`src/rtl/compute_feed_scheduler.sv`:
```
// Batch sequencer feeding one graph-counting compute module: it answers requestGraph
// with tagged graphs after a fixed latency, retires results into a batch sum and tracks completion.
module compute_feed_scheduler #(
  parameter int unsigned EXTRA_DATA_WIDTH = 14,
  parameter int unsigned REQUEST_LATENCY  = 3,
  parameter int unsigned MAX_IN_FLIGHT    = 63,
  parameter int unsigned SUM_WIDTH        = 48
) (
  input  logic                        clk,
  input  logic                        rst,
  input  logic                        batchStart,
  input  logic [127:0]                botIn,
  input  logic                        botValid,
  input  logic                        botLast,
  output logic                        botReady,
  input  logic                        requestGraph,
  output logic [127:0]                botOut,
  output logic                        startOut,
  output logic [EXTRA_DATA_WIDTH-1:0] tagOut,
  input  logic                        done,
  input  logic [5:0]                  resultCount,
  input  logic [EXTRA_DATA_WIDTH-1:0] tagIn,
  output logic                        resultValid,
  output logic [5:0]                  resultCountOut,
  output logic [EXTRA_DATA_WIDTH-1:0] resultTag,
  output logic [SUM_WIDTH-1:0]        batchSum,
  output logic [31:0]                 bubbleCount,
  output logic                        batchDone,
  output logic                        protocolError
);

  localparam logic [1:0] S_IDLE     = 2'd0;
  localparam logic [1:0] S_RUN      = 2'd1;
  localparam logic [1:0] S_DRAIN    = 2'd2;
  localparam logic [1:0] S_FINISHED = 2'd3;

  localparam int unsigned IFW = $clog2(MAX_IN_FLIGHT + 1);
  localparam logic [IFW-1:0] MAX_IF = IFW'(MAX_IN_FLIGHT);

  logic [1:0]                  state_q, state_d;
  logic [IFW-1:0]              inflight_q, inflight_d;
  logic [EXTRA_DATA_WIDTH-1:0] tag_q, tag_d;
  logic [EXTRA_DATA_WIDTH-1:0] rtag_q, rtag_d;
  logic [SUM_WIDTH-1:0]        sum_q, sum_d;
  logic [31:0]                 bubble_q, bubble_d;
  logic                        perr_q, perr_d;
  logic                        res_vld_q, res_vld_d;
  logic [5:0]                  res_cnt_q, res_cnt_d;
  logic [EXTRA_DATA_WIDTH-1:0] res_tag_q, res_tag_d;

  logic [REQUEST_LATENCY-1:0]  dl_vld_q;
  logic [127:0]                dl_bot_q [REQUEST_LATENCY];
  logic [EXTRA_DATA_WIDTH-1:0] dl_tag_q [REQUEST_LATENCY];

  logic accept;
  logic start_run;
  logic line_busy;
  logic retire_dec;

  assign botReady = rst & requestGraph & (state_q == S_RUN) & (inflight_q < MAX_IF);

  always_comb begin
    accept     = botValid & botReady;
    start_run  = batchStart & ((state_q == S_IDLE) | (state_q == S_FINISHED));
    line_busy  = |dl_vld_q;
    retire_dec = done & (inflight_q != '0);

    state_d = state_q;
    case (state_q)
      S_IDLE:     if (batchStart) state_d = S_RUN;
      S_RUN:      if (accept && botLast) state_d = S_DRAIN;
      S_DRAIN:    if ((inflight_q == '0) && !line_busy) state_d = S_FINISHED;
      S_FINISHED: if (batchStart) state_d = S_RUN;
      default:    state_d = S_IDLE;
    endcase

    inflight_d = inflight_q;
    if (accept && !retire_dec) begin
      inflight_d = inflight_q + 1'b1;
    end else if (!accept && retire_dec) begin
      inflight_d = inflight_q - 1'b1;
    end

    tag_d = tag_q;
    if (start_run) begin
      tag_d = '0;
    end else if (accept) begin
      tag_d = tag_q + 1'b1;
    end

    bubble_d = bubble_q;
    if (start_run) begin
      bubble_d = '0;
    end else if (requestGraph && !accept && (state_q == S_RUN) && (bubble_q != '1)) begin
      bubble_d = bubble_q + 32'd1;
    end

    // A batchStart coinciding with a result clears the batch rather than folding the result in.
    sum_d  = sum_q;
    rtag_d = rtag_q;
    perr_d = perr_q;
    if (start_run) begin
      sum_d  = '0;
      rtag_d = '0;
      perr_d = 1'b0;
    end else if (done) begin
      sum_d  = sum_q + SUM_WIDTH'(resultCount);
      rtag_d = rtag_q + 1'b1;
      if ((inflight_q == '0) || (tagIn != rtag_q)) begin
        perr_d = 1'b1;
      end
    end

    res_vld_d = done;
    res_cnt_d = done ? resultCount : res_cnt_q;
    res_tag_d = done ? tagIn : res_tag_q;
  end

  always_ff @(posedge clk or negedge rst) begin
    if (!rst) begin
      state_q    <= S_IDLE;
      inflight_q <= '0;
      tag_q      <= '0;
      rtag_q     <= '0;
      sum_q      <= '0;
      bubble_q   <= '0;
      perr_q     <= 1'b0;
      res_vld_q  <= 1'b0;
      res_cnt_q  <= '0;
      res_tag_q  <= '0;
    end else begin
      state_q    <= state_d;
      inflight_q <= inflight_d;
      tag_q      <= tag_d;
      rtag_q     <= rtag_d;
      sum_q      <= sum_d;
      bubble_q   <= bubble_d;
      perr_q     <= perr_d;
      res_vld_q  <= res_vld_d;
      res_cnt_q  <= res_cnt_d;
      res_tag_q  <= res_tag_d;
    end
  end

  // Unaccepted request cycles and idle cycles both shift in an all-zero entry, so
  // every slot that is not a real graph presents zeros at the output.
  always_ff @(posedge clk or negedge rst) begin
    if (!rst) begin
      dl_vld_q <= '0;
      for (int unsigned i = 0; i < REQUEST_LATENCY; i++) begin
        dl_bot_q[i] <= '0;
        dl_tag_q[i] <= '0;
      end
    end else begin
      dl_vld_q[0] <= accept;
      dl_bot_q[0] <= accept ? botIn : '0;
      dl_tag_q[0] <= accept ? tag_q : '0;
      for (int unsigned i = 1; i < REQUEST_LATENCY; i++) begin
        dl_vld_q[i] <= dl_vld_q[i-1];
        dl_bot_q[i] <= dl_bot_q[i-1];
        dl_tag_q[i] <= dl_tag_q[i-1];
      end
    end
  end

  assign startOut       = dl_vld_q[REQUEST_LATENCY-1];
  assign botOut         = dl_bot_q[REQUEST_LATENCY-1];
  assign tagOut         = dl_tag_q[REQUEST_LATENCY-1];
  assign resultValid    = res_vld_q;
  assign resultCountOut = res_cnt_q;
  assign resultTag      = res_tag_q;
  assign batchSum       = sum_q;
  assign bubbleCount    = bubble_q;
  assign batchDone      = (state_q == S_FINISHED);
  assign protocolError  = perr_q;

endmodule

```
`config.mk`:
```
export PLATFORM = sky130hd
export DESIGN_NAME = compute_feed_scheduler
export DESIGN_NICKNAME = d
export VERILOG_FILES = /design/src/rtl/compute_feed_scheduler.sv
export SDC_FILE = /design/constraint.sdc
export NUM_CORES = 1
export LEC_CHECK = 0
export CORE_MARGIN = 2
export CORE_UTILIZATION = 35
export CTS_CLUSTER_DIAMETER = 80
export DETAILED_ROUTE_END_ITERATION = 7
export PLACE_DENSITY = 0.57
export SLEW_MARGIN = 0
export SYNTH_ARGS = -nofsm -noshare
export SYNTH_HDL_FRONTEND = slang
export SYNTH_SLANG_ARGS = --single-unit
```
`constraint.sdc`:
```
create_clock -name clk -period 3.25 [get_ports clk]
set_input_delay 0.4875 -clock clk [delete_from_list [all_inputs] [get_ports clk]]
set_output_delay 0.4875 -clock clk [all_outputs]
set_load 0.02 [all_outputs]
```
==> results of run 1 <==
[path summary, 6_finish.rpt]
path	startpoint	endpoint	slack [ns]	depth (start not counted)
min reg2reg	dl_bot_q[131]$_DFF_PN0_	botOut[3]$_DFF_PN0_	0.34	0
max in group asynchronous	rst	botOut[83]$_DFF_PN0_	1.63	3
min in group clk	done	protocolError$_DFFE_PN0P_	0.28	3
min	rst	tag_q[9]$_DFFE_PN0P_	0.03	2
max reg2reg	inflight_q[2]$_DFFE_PN0P_	inflight_q[5]$_DFFE_PN0P_	0.26	12
max	inflight_q[2]$_DFFE_PN0P_	inflight_q[5]$_DFFE_PN0P_	0.26	12
[where the power goes]
part	switching [mW]	internal (mW)
logic	1.23	0.938
registers	0.220	7.44
clock network	2.68	3.84
[state kept, by name, indices dropped and copies added (netlist names), 14 cells and up]
name,count
batchSum,48
botOut,128
bubbleCount,32
dl_bot_q,256
dl_tag_q,28
resultTag,14
rtag_q,14
tagOut,14
tag_q,14
[cells in the final DEF (no fill, tap or decap), types with 19 or more instances in the layout]
| master | instances |
|---|---|
| buf_4 | 25 |
| dfrtp_1 | 567 |
| or3_1 | 24 |
| clkdlybuf4s50_1 | 398 |
| nand2_1 | 69 |
| o31ai_1 | 19 |
| nand4_1 | 35 |
| and2_1 | 141 |
| nor2_1 | 59 |
| xor2_1 | 34 |
| inv_1 | 27 |
| mux2_2 | 22 |
| xnor2_1 | 23 |
| nand3_1 | 29 |
| or4_1 | 23 |
| o21ai_0 | 37 |
| clkbuf_16 | 57 |
| a21oi_1 | 53 |
[cell families (layout without fill, tap and decap cells)]
family | after synthesis | count (layout) | share of synthesized area, %
flip-flops | 567 | 567 | 69.73
adder cells (fa/ha/maj) | 19 | 19 | 1.242
AO/OA/AOI/OAI | 170 | 170 | 5.522
XOR/XNOR | 57 | 57 | 2.453
buffers and inverters | 215 | 556 | 6.776
multiplexers | 31 | 31 | 1.660
other | 0 | 3 | 0
AND/OR/NAND/NOR | 452 | 452 | 12.62
[layer usage]
metal / GRT usage [%] / routed length (µm) / vias to the layer above
li1: - / - / 5577
met1: 19.27 / 18980 / 6092
met2: 23.64 / 21130 / 347
met3: 3.608 / 2709 / 91
met4: 5.811 / 1552 / 0
met5: 0 / 0 / -
[cell type report]
type	count	area (µm²)
Inverter	28	107.6
Clock inverter	19	236.5
Sequential cell	567	14190
Tap cell	765	957.2
Timing Repair Buffer	428	4252
Fill cell	5147	31410
Multi-Input combinational cell	729	4783
Antenna cell	3	7.507
Clock buffer	81	1647
[worst reg2reg max path, stage by stage (launching register included)]
cell and delay, ns:
dfrtp_1 0.42, nor4_1 0.33, buf_4 0.17, nand2_1 0.13
nand2_1 0.13, ha_1 0.25, inv_1 0.15, ha_1 0.37
nand2_1 0.06, o21ai_0 0.31, mux2i_1 0.23, o2111ai_1 0.14
xor2_1 0.16
[cell usage after synthesis (22+ instances only)]
| library cell | number |
|---|---|
| a21oi_1 | 53 |
| and2_1 | 142 |
| buf_4 | 144 |
| clkbuf_1 | 29 |
| dfrtp_1 | 567 |
| inv_1 | 28 |
| mux2_2 | 22 |
| nand2_1 | 69 |
| nand3_1 | 29 |
| nand4_1 | 35 |
| nor2_1 | 59 |
| o21ai_0 | 37 |
| or3_1 | 24 |
| or4_1 | 23 |
| xnor2_1 | 23 |
| xor2_1 | 34 |
[per-stage QoR]
step	hold slack [ns]	std cells	cell area, µm²	worst slack [ns]	power [mW]
2_1_floorplan	0.1919	1511	20350	0.2562	8.976
3_3_place_gp	0.3312	2517	24290	0.1070	9.941
3_5_place_dp	0.3347	2517	24290	0.03575	9.991
4_1_cts	0.03330	2617	26170	0.2651	16.64
5_1_grt	0.05502	2619	26180	0.03381	17.17
6_report	0.02729	2620	26180	0.2637	16.35
==> results by group, run 1 <==
Outcome
  • Status: complete, no violations

Die
  • Die ar.: 60080 µm²
  • Site row count: 88
  • I/O Pins: 402
  • Die Wd: 245.1 µm
  • Core Region: 57590 µm²
  • Initial core utilization: 35.34%
  • Die height: 245.1 µm

Route
  • Antenna-violating nets left: 0
  • Starting DRT DRC Count: 529
  • Routed WL per cell: 16.94 µm
  • Detailed-router iteration count before antenna repair: 4
  • Drt total wl: 44370 µm
  • Via Count: 12.11k
  • Avg Vias per Cell: 4.621
  • DRC violations left: 0

Global routing
  • Vias in the first global route: 12.50k
  • Largest net degree at the start of global routing: 206
  • Gr ovfl total: 0
  • All-Layer GR Usage: 14.74%
  • Initial antenna violation count: 2
  • First-pass GRT wire length: 70120 µm

Logic synthesis
  • Seq/Total Area, Yosys: 69.73%
  • Asr flop ratio synth: 100.0%
  • Syn Std Cell Area: 20350 µm²
  • Synth cell types: 67
  • Commonest register cell after synthesis: dfrtp_1
  • Synth top area cells: dfrtp_1 70%, buf_4 5.3%, and2_1 4.4%
  • Yosys warnings: 0
  • Syn Nets: 1685
  • Mapped Cells: 1511
  • Synth top area share: 69.73%
  • Area leader, netlist: dfrtp_1
  • Syn_area_per_cell: 13.47 µm²
  • Number of flops mapped to enable cells by yosys: 0
  • Flops & latches, synth: 567

Clock network
  • Total setup buffers inserted after CTS: 0
  • Hold buffer count at cts: 0
  • TritonCTS buffer count: 57
  • Htree depth: 2
  • Reg clk slew, reported paths: 0.06 ns
  • PostCTS Resize Cnt: 0
  • Clock Tree Root: clkbuf_16
  • Worst-skew pair later-pin latency: 0.60 ns
  • CTS sink cnt: 567
  • CTS Buffer Depth: 3
  • CTS tree: done

Timing
  • Setup TNS: 0 ns
  • RSZ-0062 raised after global routing: false
  • Worst Tran Pin Value: 1.082 ns
  • Setup Skew: 0.01677 ns
  • Max Fclk: 0.3349 GHz
  • Final period util: 91.89%
  • Slew margin rel.: 26.75%
  • Pins Over Slew Limit: 0
  • Final Setup Violations: 0
  • Final min period: 2.986 ns
  • Final hold vios: 0

Pwr
  • Pwr dens: 624.6 nW/µm²
  • Max IR drop VDD: 0.0004159 V
  • Static Leakage: 11.88 nW

Placement
  • Placer Congestion: 0.8161
  • Post-detail-place hpwl: 29860 µm
  • Port Buffers: 401

Min path
  • Hold Path Class: input pin to async pin

Run
  • Max Cap Violations: 0

Worst setup path
  • WP data arrival: 3.46 ns
  • Crit path top cell by count: nand2_1
  • WS Path Type: flip-flop to flip-flop
  • Critical Path Source Type: flip-flop
  • Critical path endpoint category: flip-flop
  • Slowest-stage cell, CP: dfrtp_1
  • Worst Path Buf+Inv: 2
  • Required time worst endpoint: 3.72 ns
  • Slowest cell delay on critical path: 0.42 ns
  • CP top delay family: simple AND/OR/NAND/NOR gates
  • Largest fanout on the critical path: 6
  • Critical Path, Cell by Cell: nor4_1 -> buf_4 -> nand2_1 -> nand2_1 -> ha_1 -> inv_1 -> ha_1 -> nand2_1 -> o21ai_0 -> mux2i_1 -> o2111ai_1 -> xor2_1

Cells and area
  • Area Growth Syn to Fin: 28.65%
  • Nets: 1985
  • Layout cells sized above 1: 9.719%
  • Core Util, Final: 45.46%
Power figures use the tool's default switching activity.
==> run 2: changes to the inputs <==
--- a/config.mk
+++ b/config.mk
@@ -5,6 +5,7 @@
 export SDC_FILE = /design/constraint.sdc
 export NUM_CORES = 1
 export LEC_CHECK = 0
+export ABC_CLOCK_PERIOD_IN_PS = 3250
 export CORE_MARGIN = 2
 export CORE_UTILIZATION = 35
 export CTS_CLUSTER_DIAMETER = 80
==> results of run 2 <==
Final layout, timing and power as in run 1 (identical DEF).
